===== src/rtl/serial_add_sub_if.sv =====
// Handshake and operand/result bundle for the serial adder/subtractor.
// The controller side uses the master modport, the arithmetic block the slave.
interface serial_add_sub_if #(
  parameter int WIDTH = 8
);
  logic             start;
  logic             sub;
  logic [WIDTH-1:0] a;
  logic [WIDTH-1:0] b;
  logic             cin;
  logic             busy;
  logic             done;
  logic [WIDTH-1:0] sum;
  logic             cout;
  logic             ovf;

  modport master (
    output start, sub, a, b, cin,
    input  busy, done, sum, cout, ovf
  );

  modport slave (
    input  start, sub, a, b, cin,
    output busy, done, sum, cout, ovf
  );
endinterface


===== src/rtl/serial_add_sub.sv =====
// Multi-cycle adder/subtractor: one DIGIT-wide ripple stage is reused for
// WIDTH/DIGIT steps, with the carry held in a register between steps.
//
// state | meaning
// IDLE  | waiting for start; result outputs hold the last completed result
// RUN   | one DIGIT slice added per clock, LSB slice first
// DONE  | single-cycle done pulse; start is accepted here as in IDLE
module serial_add_sub #(
  parameter int WIDTH = 8,
  parameter int DIGIT = 1
) (
  input logic            clk,
  input logic            rst,
  serial_add_sub_if.slave bus
);

  localparam int STEPS = WIDTH / DIGIT;
  localparam int CW    = (STEPS > 1) ? $clog2(STEPS) : 1;
  localparam logic [CW-1:0] LAST = CW'(STEPS - 1);

  if (WIDTH < 2) begin : g_bad_width
    $error("serial_add_sub: WIDTH must be at least 2");
  end
  if (DIGIT < 1 || DIGIT > WIDTH || (WIDTH % DIGIT) != 0) begin : g_bad_digit
    $error("serial_add_sub: DIGIT must divide WIDTH");
  end

  typedef enum logic [1:0] {
    IDLE = 2'd0,
    RUN  = 2'd1,
    DONE = 2'd2
  } state_t;

  state_t           state;
  logic [WIDTH-1:0] a_sh;
  logic [WIDTH-1:0] b_sh;
  logic             carry;
  logic [CW-1:0]    cnt;

  logic [DIGIT:0]   stage;
  logic [DIGIT-1:0] stage_s;
  logic             stage_c;
  logic             c_into_msb;
  logic [WIDTH-1:0] res_next;
  logic             last_step;

  // One ripple stage over the low DIGIT bits of the operand shifters.
  always_comb begin
    stage      = {1'b0, a_sh[DIGIT-1:0]} + {1'b0, b_sh[DIGIT-1:0]}
                 + {{DIGIT{1'b0}}, carry};
    stage_s    = stage[DIGIT-1:0];
    stage_c    = stage[DIGIT];
    // On the final step the top stage bit is the operand MSB; its carry-in
    // falls out of the sum bit and the two operand bits.
    c_into_msb = a_sh[DIGIT-1] ^ b_sh[DIGIT-1] ^ stage_s[DIGIT-1];
    last_step  = (cnt == LAST);
  end

  // The result shifter only needs to remember the WIDTH-DIGIT bits already
  // produced; the current slice completes the word.
  if (STEPS == 1) begin : g_single
    always_comb res_next = stage_s;
  end else begin : g_multi
    logic [WIDTH-DIGIT-1:0] res_sh;

    always_comb res_next = {stage_s, res_sh};

    // New slices enter at the top so the first (LSB) slice ends at bit 0.
    always_ff @(posedge clk or posedge rst) begin
      if (rst)
        res_sh <= '0;
      else if (state == RUN)
        res_sh <= res_next[WIDTH-1:DIGIT];
    end
  end

  // Sequencer, operand shifters, carry, step counter and registered outputs.
  always_ff @(posedge clk or posedge rst) begin
    if (rst) begin
      state    <= IDLE;
      a_sh     <= '0;
      b_sh     <= '0;
      carry    <= 1'b0;
      cnt      <= '0;
      bus.busy <= 1'b0;
      bus.done <= 1'b0;
      bus.sum  <= '0;
      bus.cout <= 1'b0;
      bus.ovf  <= 1'b0;
    end else begin
      case (state)
        IDLE, DONE: begin
          bus.done <= 1'b0;
          if (bus.start) begin
            a_sh     <= bus.a;
            b_sh     <= bus.sub ? ~bus.b : bus.b;
            carry    <= bus.sub ? 1'b1 : bus.cin;
            cnt      <= '0;
            bus.busy <= 1'b1;
            state    <= RUN;
          end else begin
            state    <= IDLE;
          end
        end
        RUN: begin
          a_sh  <= a_sh >> DIGIT;
          b_sh  <= b_sh >> DIGIT;
          carry <= stage_c;
          cnt   <= cnt + CW'(1);
          if (last_step) begin
            bus.sum  <= res_next;
            bus.cout <= stage_c;
            bus.ovf  <= c_into_msb ^ stage_c;
            bus.busy <= 1'b0;
            bus.done <= 1'b1;
            state    <= DONE;
          end
        end
        default: begin
          state    <= IDLE;
          bus.busy <= 1'b0;
          bus.done <= 1'b0;
        end
      endcase
    end
  end

endmodule

===== src/flat_wrapper.sv =====
// flat-port wrapper written by rule: the top's interface ports become plain ports
module serial_add_sub_flat 
#(
  parameter int WIDTH = 8,
  parameter int DIGIT = 1
)
  (clk, rst, bus_start, bus_sub, bus_a, bus_b, bus_cin, bus_busy, bus_done, bus_sum, bus_cout, bus_ovf);
  serial_add_sub_if #(.WIDTH(WIDTH)) bus_i ();
  input logic clk;
  input logic rst;
  input wire logic [$bits(bus_i.start)-1:0] bus_start;
  input wire logic [$bits(bus_i.sub)-1:0] bus_sub;
  input wire logic [$bits(bus_i.a)-1:0] bus_a;
  input wire logic [$bits(bus_i.b)-1:0] bus_b;
  input wire logic [$bits(bus_i.cin)-1:0] bus_cin;
  output wire logic [$bits(bus_i.busy)-1:0] bus_busy;
  output wire logic [$bits(bus_i.done)-1:0] bus_done;
  output wire logic [$bits(bus_i.sum)-1:0] bus_sum;
  output wire logic [$bits(bus_i.cout)-1:0] bus_cout;
  output wire logic [$bits(bus_i.ovf)-1:0] bus_ovf;
  assign bus_i.start = bus_start;
  assign bus_i.sub = bus_sub;
  assign bus_i.a = bus_a;
  assign bus_i.b = bus_b;
  assign bus_i.cin = bus_cin;
  assign bus_busy = bus_i.busy;
  assign bus_done = bus_i.done;
  assign bus_sum = bus_i.sum;
  assign bus_cout = bus_i.cout;
  assign bus_ovf = bus_i.ovf;
  serial_add_sub #(.WIDTH(WIDTH), .DIGIT(DIGIT)) u_core (.clk(clk), .rst(rst), .bus(bus_i));
endmodule

===== config.mk =====
export PLATFORM = sky130hd
export DESIGN_NAME = serial_add_sub_flat
export DESIGN_NICKNAME = d
export VERILOG_FILES = /design/src/rtl/serial_add_sub_if.sv /design/src/rtl/serial_add_sub.sv /design/src/flat_wrapper.sv
export SDC_FILE = /design/constraint.sdc
export NUM_CORES = 1
export LEC_CHECK = 0
export ABC_AREA = 0
export BUFFER_PORTS_ARGS = -buffer_cell sky130_fd_sc_hd__buf_4
export CORE_UTILIZATION = 61
export CTS_BUF_LIST = sky130_fd_sc_hd__clkbuf_8
export CTS_CLUSTER_DIAMETER = 120
export DETAILED_ROUTE_END_ITERATION = 8
export GPL_TIMING_DRIVEN = 0
export PLACE_DENSITY = 0.88
export SYNTH_ARGS = -nofsm -noshare
export SYNTH_HDL_FRONTEND = slang
export SYNTH_SLANG_ARGS = --single-unit

===== constraint.sdc =====
create_clock -name clk -period 2.89 [get_ports clk]
set_clock_uncertainty 0.05 [all_clocks]
set_input_delay 0.289 -clock clk [delete_from_list [all_inputs] [get_ports clk]]
set_output_delay 0.289 -clock clk [all_outputs]
set_load 0.02 [all_outputs]

==> reports/results.ini <==
[clock_tree]
cts_resized=0
cts_root_buf=clkbuf_8
cts_tree=yes
clock_path_buffers=2
clkLatencyLatePin_ns=0.29
clk_pin_slew_ns=0.07
cts_buffers=5
post_cts_buffers=0
cts.sinks=40
h-tree-depth=2
cts_hold_buf=0

[timing]
rsz0062_at_grt=false
fmax_ghz=0.568
timing.final.ws_setup_ns=1.13
setup_tns_ns=0
fin_crit_sh_pct=61.0
max_slew_margin_pct=47.6
slew_viol_final=0
final-setup-viol-count=0
hold_viol_final=0
hold_ws_ns=0.103
fin_crit_ns=1.76
worst_pin_slew_ns=0.784

[flow_run]
max_cap_viol_count=0

[die]
die_width_um=55.4
ios=33
initial_core_util_pct=63.7
die_h_um=55.4
dieArea_um2=3070
row_count=19
core_um2=2730

[yosys]
netlist_top_cells_area=dfrtp_1 (58%), mux2_2 (11%), a22o_1 (5.5%)
synth_area_um2=1740
yosysWarnings=0
syn-num-nets=154
netlist.area_leader.share_pct=57.5
ys_types=21
synth_cells=130
synth-seq-cells=40
synth.avg_cell_area_um2=13.4
yosysTopAreaCell=dfrtp_1
synth-seq-area-share_pct=57.5

[critical_path]
cp-startpoint=u_core.cnt[0]$_DFFE_PP0P_
end_kind=flop
crit_fanout=10
path_class=reg2reg
start_kind=flop
reg2reg_from=u_core.cnt[0]$_DFFE_PP0P_
worst-r2r-setup-slack_ns=1.13
worstPathRequired_ns=3.01
arrival_ns=1.88

[global_routing]
grt_pass1_wl_mm=5.49
track_usage_pct=23.6
grt_pass1_vias=1216
grt_max_degree=41
antenna_found_initial=0
grt_overflow=0

[run_status]
run_status=finished, final reports clean

[drt]
dr.pass1.iters=4
drc=0
avgRoutedWirePerCell_um=15.7
antenna_left=0
first_iter_violations=25
viasPerCell=5.73
wl_mm=3.12
vias=1141

[power]
ir_drop_mv=0.899
leakage_uw=0.00104
p_per_area_nw_per_um2=1180
power_uw=2470

[final_layout]
fill_cells=171
drive_above_1_share_pct=38.7
final_core_util_pct=76.4
area_growth_pct=20.1
num_antenna_cells=0
nNetsFinal=192

[placed_design]
dp_hpwl_mm=2.22
place_congestion=0.768
port_buffers=31
preCtsSetupSlack_ns=1.16

[min_path]
hp-class=in2async

## kinds of logic (layout without fill, tap and decap cells)
| group | count (synthesis) | after routing | share of synthesized area (%) |
|---|---|---|---|
| DFF | 40 | 40 | 57.5 |
| adders and majority gates | 3 | 3 | 2.59 |
| buffers and inverters | 12 | 50 | 4.24 |
| muxes | 17 | 17 | 11.0 |
| xor gates and xnor gates | 11 | 11 | 5.54 |
| AOI/OAI and AO/OA | 29 | 29 | 14.0 |
| and+or+nand+nor | 18 | 18 | 5.11 |
## final timing paths
path / end / cells past startpoint
min in group clk: u_core.a_sh[7]$_DFFE_PP0P_ / 2
worst max-delay path: u_core.bus.cout$_DFFE_PP0P_ / 5
worst min-delay path: u_core.bus.sum[0]$_DFFE_PP0P_ / 2
max in group asynchronous: u_core.b_sh[5]$_DFFE_PP0P_ / 2
worst max register to register: u_core.bus.cout$_DFFE_PP0P_ / 5
worst min register to register: u_core.a_sh[4]$_DFFE_PP0P_ / 1
## worst max-delay path: stages, from the launching register on
cell      delay (ns)
dfrtp_1         0.39
ha_1            0.20
ha_1            0.20
nand3b_1        0.16
buf_2           0.26
mux2_2          0.37
## state kept, by name (all words and copies together) (netlist names)
register,count
u_core.a_sh,8
u_core.b_sh,8
u_core.bus.busy,1
u_core.bus.cout,1
u_core.bus.done,1
u_core.bus.ovf,1
u_core.bus.sum,8
u_core.carry,1
u_core.cnt,3
u_core.g_multi.res_sh,7
u_core.state,1
## power breakdown
group          switching (µW)  internal, µW  leakage [µW]
clock network             178           160     0.0000452
logic                     517           609      0.000507
registers                 171           829      0.000490
total                     866          1600       0.00104
## routing by layer
layer	wire length [µm]	GRT usage (%)	up-vias
li1	-	-	535
met1	1300	30.9	555
met3	121	5.62	16
met5	0	0	-
met4	133	14.6	0
met2	1570	35.6	35
## Yosys cell counts
cell type / instances
buf_6: 3
mux2_2: 17
clkbuf_1: 1
a221o_1: 8
a21o_1: 7
nor2_1: 11
nor2_2: 1
xnor2_1: 10
a22o_1: 11
xor2_1: 1
dfrtp_1: 40
nor2b_4: 1
nand2b_1: 1
nand2_1: 2
inv_1: 3
nor2b_1: 1
fa_1: 1
o21ai_0: 3
buf_2: 5
nand3b_1: 1
ha_1: 2
## placed cells by master, fill, tap and decap left out, types with 2 or more instances in the layout
cell type	n
dfrtp_1	40
buf_2	5
clkbuf_8	5
nor2_1	11
mux2_2	17
buf_6	3
xnor2_1	10
a21o_1	7
a221o_1	8
buf_4	31
nand2_1	2
o21ai_0	3
ha_1	2
inv_1	3
a22o_1	11
## stage by stage
stage               instances  instance area [µm²]
finish                    199                 2090
CTS                       199                 2090
floorplan                 130                 1740
global route              199                 2090
detailed placement        192                 2010
global placement          192                 2010
## cell type report
cell class | count | area, µm² | area share, %
Tap cell | 31 | 38.8 | 1.86
Clock buffer | 5 | 68.8 | 3.29
Inverter | 3 | 11.3 | 0.539
Buffer | 9 | 62.6 | 2.99
Timing Repair Buffer | 31 | 233 | 11.1
Multi-Input combinational cell | 78 | 666 | 31.9
Sequential cell | 40 | 1000 | 47.9
Clock inverter | 2 | 8.76 | 0.419
(Power assumes the default switching activity.)
